[config.mk]
export PLATFORM = sky130hd
export DESIGN_NAME = vdma_line_fifo
export DESIGN_NICKNAME = d
export VERILOG_FILES = /design/src/rtl/vdma_pkg.sv /design/src/rtl/vdma_sdp_ram.sv /design/src/rtl/vdma_line_fifo.sv
export SDC_FILE = /design/constraint.sdc
export NUM_CORES = 2
export LEC_CHECK = 0
export ABC_CLOCK_PERIOD_IN_PS = 5600
export BUFFER_PORTS_ARGS = -buffer_cell sky130_fd_sc_hd__buf_2
export CORE_MARGIN = 5
export CORE_UTILIZATION = 30
export DETAILED_ROUTE_END_ITERATION = 10
export PLACE_DENSITY = 0.56
export SYNTH_ARGS = -nofsm -noshare
export SYNTH_HDL_FRONTEND = slang
export SYNTH_SLANG_ARGS = --single-unit
export TNS_END_PERCENT = 1
[constraint.sdc]
create_clock -name CLOCK -period 5.6 [get_ports CLOCK]
set_input_delay 1.12 -clock CLOCK [delete_from_list [all_inputs] [get_ports CLOCK]]
set_output_delay 1.12 -clock CLOCK [all_outputs]
set_load 0.03 [all_outputs]
[src/rtl/vdma_pkg.sv]
`default_nettype none
// ============================================================================
//  Module   : vdma_pkg
//  Purpose  : Shared limits, read-pipeline encodings and a constant clog2
//             helper for the VDMA line FIFO and its storage.
//  Revision : 1.0 - initial release
// ============================================================================
package vdma_pkg;

   // Legal parameter ranges for the line FIFO
   localparam int DWIDTH_MIN     = 8;
   localparam int DWIDTH_MAX     = 256;
   localparam int DEPTH_LOG2_MIN = 4;
   localparam int DEPTH_LOG2_MAX = 12;

   // RAM read pipeline encodings (value of PIPE)
   localparam int PIPE_NONE = 0;   // data one cycle after the read address
   localparam int PIPE_REG  = 1;   // extra output register, two cycles

   // Ceiling log2, usable in constant expressions
   function automatic int clog2(input int value);
      int result;
      int v;
      result = 0;
      v      = value - 1;
      while (v > 0) begin
         result = result + 1;
         v      = v >>> 1;
      end
      return result;
   endfunction

endpackage
`default_nettype wire

[src/rtl/vdma_sdp_ram.sv]
`default_nettype none
// ============================================================================
//  Module   : vdma_sdp_ram
//  Purpose  : Simple dual-port RAM, single clock, registered read with an
//             optional second output register. Read data only advances when
//             enabled so the downstream pipeline can stall. No reset on
//             storage or read registers so the array maps onto block RAM.
//  Revision : 1.0 - initial release
// ============================================================================
module vdma_sdp_ram
   import vdma_pkg::*;
#(
   parameter int DWIDTH     = 32,
   parameter int DEPTH_LOG2 = 7,
   parameter int PIPE       = PIPE_REG
) (
   input  logic                  clk_i,
   input  logic                  we_i,
   input  logic [DEPTH_LOG2-1:0] waddr_i,
   input  logic [DWIDTH-1:0]     wdata_i,
   input  logic                  re_i,
   input  logic [DEPTH_LOG2-1:0] raddr_i,
   input  logic                  pipe_en_i,
   output logic [DWIDTH-1:0]     rdata_o
);

   localparam int DEPTH = 2**DEPTH_LOG2;

   logic [DWIDTH-1:0] mem_q [DEPTH];
   logic [DWIDTH-1:0] rd_q;

   // Write port
   always_ff @(posedge clk_i) begin
      if (we_i) begin
         mem_q[waddr_i] <= wdata_i;
      end
   end

   // Synchronous read port; holds its value while no read is issued
   always_ff @(posedge clk_i) begin
      if (re_i) begin
         rd_q <= mem_q[raddr_i];
      end
   end

   generate
      if (PIPE == PIPE_REG) begin : g_out_reg
         logic [DWIDTH-1:0] pipe_q;

         // Optional output register, loaded when the first stage moves on
         always_ff @(posedge clk_i) begin
            if (pipe_en_i) begin
               pipe_q <= rd_q;
            end
         end

         assign rdata_o = pipe_q;
      end else begin : g_no_out_reg
         logic unused_pipe_en;
         assign unused_pipe_en = pipe_en_i;
         assign rdata_o        = rd_q;
      end
   endgenerate

endmodule
`default_nettype wire

[src/rtl/vdma_line_fifo.sv]
`default_nettype none
// ============================================================================
//  Module   : vdma_line_fifo
//  Purpose  : First-word-fall-through line FIFO. Words are stored in a block
//             RAM and prefetched through a stallable pipeline (RAM read,
//             optional RAM output register, head register) so that the head
//             word is always presented and sustained pops run at one word
//             per cycle. COUNT includes words sitting in the prefetch stages.
//  Revision : 1.0 - initial release
// ============================================================================
module vdma_line_fifo
   import vdma_pkg::*;
#(
   parameter int DWIDTH     = 32,
   parameter int DEPTH_LOG2 = 7,
   parameter int PIPE       = PIPE_REG,
   parameter int AFULL_LVL  = (2**DEPTH_LOG2) - 4,
   parameter int AEMPTY_LVL = 4
) (
   input  logic                  CLOCK,
   input  logic                  RESET,
   input  logic                  CLEAR,
   input  logic [DWIDTH-1:0]     WDATA,
   input  logic                  WEN,
   output logic                  FULL,
   output logic                  AFULL,
   input  logic                  REN,
   output logic [DWIDTH-1:0]     RDATA,
   output logic                  EMPTY,
   output logic                  AEMPTY,
   output logic [DEPTH_LOG2:0]   COUNT,
   output logic                  OVERFLOW,
   output logic                  UNDERFLOW
);

   localparam int DEPTH = 2**DEPTH_LOG2;
   localparam int CNT_W = clog2(DEPTH + 1);

   // Pointers and occupancy
   logic [DEPTH_LOG2-1:0] wr_ptr_q, wr_ptr_d;
   logic [DEPTH_LOG2-1:0] rd_ptr_q, rd_ptr_d;
   logic [CNT_W-1:0]      count_q, count_d;     // all stored words
   logic [CNT_W-1:0]      ram_cnt_q, ram_cnt_d; // words not yet read from RAM

   // Prefetch pipeline
   logic                  s1_vld_q, s1_vld_d;   // RAM read register holds a word
   logic                  head_vld_q, head_vld_d;
   logic [DWIDTH-1:0]     head_q, head_d;
   logic [DWIDTH-1:0]     ram_rdata;

   // Status flags
   logic                  full_q, full_d;
   logic                  afull_q, afull_d;
   logic                  aempty_q, aempty_d;
   logic                  ovf_q, udf_q;

   // Handshake and pipeline control
   logic                  wr_acc;
   logic                  pop;
   logic                  head_rdy;
   logic                  s1_adv;
   logic                  head_ld;
   logic                  issue;
   logic                  flush;

   assign flush    = RESET | CLEAR;
   assign wr_acc   = WEN & ~full_q;
   assign pop      = REN & head_vld_q;
   assign head_rdy = ~head_vld_q | pop;

   generate
      if (PIPE == PIPE_REG) begin : g_pipe_stage
         logic s2_vld_q, s2_vld_d;

         assign s1_adv   = s1_vld_q & (~s2_vld_q | head_rdy);
         assign head_ld  = s2_vld_q & head_rdy;
         assign s2_vld_d = s1_adv | (s2_vld_q & ~head_rdy);

         // Valid bit of the RAM output register; flushing drops in-flight data
         always_ff @(posedge CLOCK) begin
            if (flush) begin
               s2_vld_q <= 1'b0;
            end else begin
               s2_vld_q <= s2_vld_d;
            end
         end
      end else begin : g_no_pipe_stage
         assign s1_adv  = s1_vld_q & head_rdy;
         assign head_ld = s1_vld_q & head_rdy;
      end
   endgenerate

   // Next-state for pointers, counters, prefetch valids and registered flags
   always_comb begin
      issue      = (ram_cnt_q != '0) & (~s1_vld_q | s1_adv);
      wr_ptr_d   = wr_ptr_q + DEPTH_LOG2'(wr_acc);
      rd_ptr_d   = rd_ptr_q + DEPTH_LOG2'(issue);
      count_d    = count_q + CNT_W'(wr_acc) - CNT_W'(pop);
      ram_cnt_d  = ram_cnt_q + CNT_W'(wr_acc) - CNT_W'(issue);
      s1_vld_d   = issue | (s1_vld_q & ~s1_adv);
      head_vld_d = head_ld | (head_vld_q & ~pop);
      head_d     = head_ld ? ram_rdata : head_q;
      full_d     = (count_d == CNT_W'(DEPTH));
      afull_d    = (int'(count_d) >= AFULL_LVL);
      aempty_d   = (int'(count_d) <= AEMPTY_LVL);
   end

   // State registers; CLEAR behaves like reset for everything but the sticky flags
   always_ff @(posedge CLOCK) begin
      if (flush) begin
         wr_ptr_q   <= '0;
         rd_ptr_q   <= '0;
         count_q    <= '0;
         ram_cnt_q  <= '0;
         s1_vld_q   <= 1'b0;
         head_vld_q <= 1'b0;
         head_q     <= '0;
         full_q     <= 1'b0;
         afull_q    <= 1'b0;
         aempty_q   <= 1'b1;
      end else begin
         wr_ptr_q   <= wr_ptr_d;
         rd_ptr_q   <= rd_ptr_d;
         count_q    <= count_d;
         ram_cnt_q  <= ram_cnt_d;
         s1_vld_q   <= s1_vld_d;
         head_vld_q <= head_vld_d;
         head_q     <= head_d;
         full_q     <= full_d;
         afull_q    <= afull_d;
         aempty_q   <= aempty_d;
      end
   end

   // Sticky error flags, cleared only by RESET
   always_ff @(posedge CLOCK) begin
      if (RESET) begin
         ovf_q <= 1'b0;
         udf_q <= 1'b0;
      end else begin
         ovf_q <= ovf_q | (WEN & full_q);
         udf_q <= udf_q | (REN & ~head_vld_q);
      end
   end

   vdma_sdp_ram #(
      .DWIDTH     (DWIDTH),
      .DEPTH_LOG2 (DEPTH_LOG2),
      .PIPE       (PIPE)
   ) u_ram (
      .clk_i      (CLOCK),
      .we_i       (wr_acc),
      .waddr_i    (wr_ptr_q),
      .wdata_i    (WDATA),
      .re_i       (issue),
      .raddr_i    (rd_ptr_q),
      .pipe_en_i  (s1_adv),
      .rdata_o    (ram_rdata)
   );

   assign FULL      = full_q;
   assign AFULL     = afull_q;
   assign AEMPTY    = aempty_q;
   assign EMPTY     = ~head_vld_q;
   assign RDATA     = head_q;
   assign COUNT     = count_q;
   assign OVERFLOW  = ovf_q;
   assign UNDERFLOW = udf_q;

endmodule
`default_nettype wire
==> impl_metrics.tcl <==
set metrics [dict create \
    critical_path_class "flip-flop to flip-flop" \
    clock-root-buffer "clkbuf_16" \
    start_util_pct 30.1 \
    crit_path_start_kind "flip-flop" \
    route.vias.total 78700 \
    path_cells "buf_4, buf_4, mux4_2, a22oi_1, a21oi_1, nor4_1, nor2_1" \
    synth_common_cells "4160 x edfxtp_1, 900 x mux4_2, 318 x a22oi_1" \
    final_nets 7841 \
    cts_sinks 4230 \
    fmax_mhz 228 \
    wl_per_cell_um 29.5 \
    rsz0062_at_grt "false" \
    gr-total-overflow 0 \
    setup_viol 0 \
    cp-startpoint "rd_ptr_q[2]" \
    hold_ws_ns 0.355 \
    p_per_area_mw_per_mm2 396 \
    cp_max_fo 38 \
    postCtsSetupRepairBufs 0 \
    post-route-period-util_pct 78.5 \
    hp-start "RESET" \
    drt-total-wl_mm 447 \
    grt_max_degree 129 \
    yosys.cell_count.top_type "edfxtp_1" \
    clk_latency_ns 0.97 \
    synth_area_mm2 0.160 \
    cp-end-kind "flip-flop" \
    fin_tns_setup_ns 0 \
    layout-drive-gt1-share_pct 26.4 \
    outcome "complete, no violations" \
    critPathMaxStageDelay_ns 1.05 \
    drc 0 \
    cts.htree.levels 5 \
    drv_slew 0 \
    tightest_slew_ns 1.35 \
    power_frac_comb_pct 13.9 \
    hold_path.class "primary input to flip-flop" \
    cts-hold-fix-buffers 0 \
    synthCells 7311 \
    io_pins 83 \
    synth.yosys.warnings 0 \
    cp.buffers_inverters 2 \
    crit_family "simple AND/OR/NAND/NOR gates" \
    drt-pass1-iter-count 5 \
    cts_buffers 421 \
    clock_skew_ns 0.0650 \
    synth-edff-count 4160 \
    synth_ff_type "edfxtp_1" \
    maxCapViolations 0 \
    std_cell_rows 268 \
    post-route-min-period_ns 4.40 \
    core_mm2 0.532 \
    die_x_um 741 \
    ys_seq_area_share_pct 78.9 \
    async_flop_share_pct 0 \
    ctsResizeCount 0 \
    reg2reg_from "rd_ptr_q[2]" \
    die_area_mm2 0.548 \
    io_buffers 82 \
    clockPowerShare_pct 37.8 \
    finalHoldViolations 0 \
    grt_pass1_wl_mm 625 \
    synthesis.nets 7373 \
    clk_path_buf_depth 4 \
    drt-initial-drc-count 9107 \
    place.gp.congestion 0.828 \
    dpl.hpwl_mm 265 \
    power.internal_uw 55600 \
    cts_tree "done" \
    syn_avg_cell_area_um2 21.9 \
    postRouteAntennaNets 0 \
    die_y_um 741 \
    vdd_drop_max_v 0.000382 \
    cpMostUsedCell "buf_4" \
    grt_usage_pct 15.8 \
    synth_seq_cells 4230 \
    routed_via_density 5.19 \
    yosys.area.top_type_share_pct 78.0 \
    cp_slowest_cell "nor4_1" \
    area_delta_synth_final_pct 16.0 \
    grt_pass1_vias 79500 \
    synth_top_area_cell "edfxtp_1" \
    ys_types 49 \
    cts.clk_slew.worst_paths_ns 0.06 \
    required_ns 6.28 \
    synth_area_leaders "edfxtp_1 78%, mux4_2 13%, mux2i_1 1.9%" \
    antenna_found_initial 29 \
    maxSlewHeadroom_pct 9.05 \
    pwr-share-seq_pct 48.3 \
    p_sw_uw 18000 \
    p_sw_share_pct 24.4 \
    arrival_ns 5.08 \
    p_leak_uw 0.0555 \
]
[registers in the layout, summed over array words and instances (netlist names)]
| register | count |
|---|---|
| ram_cnt_q | 8 |
| rd_ptr_q | 7 |
| wr_ptr_q | 7 |
| s1_vld_q | 1 |
| g_pipe_stage.s2_vld_q | 1 |
| FULL | 1 |
| OVERFLOW | 1 |
| AEMPTY | 1 |
| head_vld_q | 1 |
| u_ram.rd_q | 32 |
| RDATA | 32 |
| COUNT | 8 |
| u_ram.mem_q | 4096 |
| AFULL | 1 |
| u_ram.rdata_o | 32 |
| UNDERFLOW | 1 |
[worst reg2reg max path: cells and delay by family, from the launching register on]
family / cells / cell delay [ns]
simple gates: 2 / 1.18
buf+inv: 2 / 1.15
flops: 1 / 0.94
mux: 1 / 0.43
compound gates: 2 / 0.43
[logic make-up (layout without fill, tap and decap cells)]
| group | Yosys count | in the layout | share of synthesized area [%] |
|---|---|---|---|
| multiplexers | 1211 | 1211 | 14.6 |
| AO/OA/AOI/OAI | 741 | 741 | 3.09 |
| AND/OR/NAND/NOR | 641 | 641 | 1.81 |
| adder cells (fa/ha/maj) | 25 | 25 | 0.205 |
| flip-flops | 4230 | 4230 | 78.9 |
| buffers and inverters | 441 | 1259 | 1.26 |
| XOR/XNOR | 22 | 22 | 0.120 |
| other | 0 | 13 | 0 |
[cell usage in the layout, fill, tap and decap left out, drive strengths merged, types with 59 or more instances in the layout]
master and n:
nor2 207, o22ai 119, nor4 62, nand2 204, buf 464, clkbuf 513, nor3 59, clkinv 195
edfxtp 4160, dfxtp 70, a21oi 175, a22oi 318, mux4 900, mux2i 310
[layout make-up]
type	instances	area [µm²]
Antenna cell	13	32.5
Clock buffer	513	10900
Clock inverter	260	2630
Fill cell	48700	346000
Inverter	22	85.1
Multi-Input combinational cell	2640	32900
Sequential cell	4230	126000
Tap cell	7020	8780
Timing Repair Buffer	464	3990
[through the flow]
stage / power (µW) / std cells / setup slack [ns] / instance area, µm² / utilization, %
after floorplan: 43100 / 7311 / 0.631 / 160000 / -
after global placement: 46500 / 14400 / 0.346 / 172000 / 32.3
after detailed placement: 46600 / 14400 / 0.607 / 172000 / 32.3
after CTS: 74200 / 15100 / 1.15 / 186000 / 34.9
after global routing: 76100 / 15200 / 1.06 / 186000 / 34.9
final: 73600 / 15200 / 1.20 / 186000 / 34.9
[power by group through the flow]
| stage | Sequential [µW] | Clock (µW) | Combinational, µW |
|---|---|---|---|
| 6_report | 35600 | 27800 | 10200 |
| 3_5_place_dp | 36200 | 0 | 10300 |
| 5_1_grt | 35600 | 29600 | 10900 |
| 2_1_floorplan | 35900 | 0 | 7200 |
| 4_1_cts | 35500 | 28300 | 10400 |
| 3_3_place_gp | 36200 | 0 | 10300 |
[per-layer routing]
| metal | track usage, % | part of all wire [%] |
|---|---|---|
| met5 | 0 | 0.013 |
| met4 | 4.92 | 3.2 |
| met3 | 3.00 | 8.1 |
| met2 | 25.5 | 48 |
| met1 | 21.7 | 41 |
[worst paths after layout]
kind | endpoint | cells after the start | slack, ns
worst min register to register | u_ram.rdata_o[31] | 0 | 0.42
worst max-delay path | u_ram.rd_q[30] | 7 | 1.20
worst min-delay path | UNDERFLOW | 2 | 0.36
worst max register to register | u_ram.rd_q[30] | 7 | 1.20
Note: power is estimated with default switching activity, not from simulation.
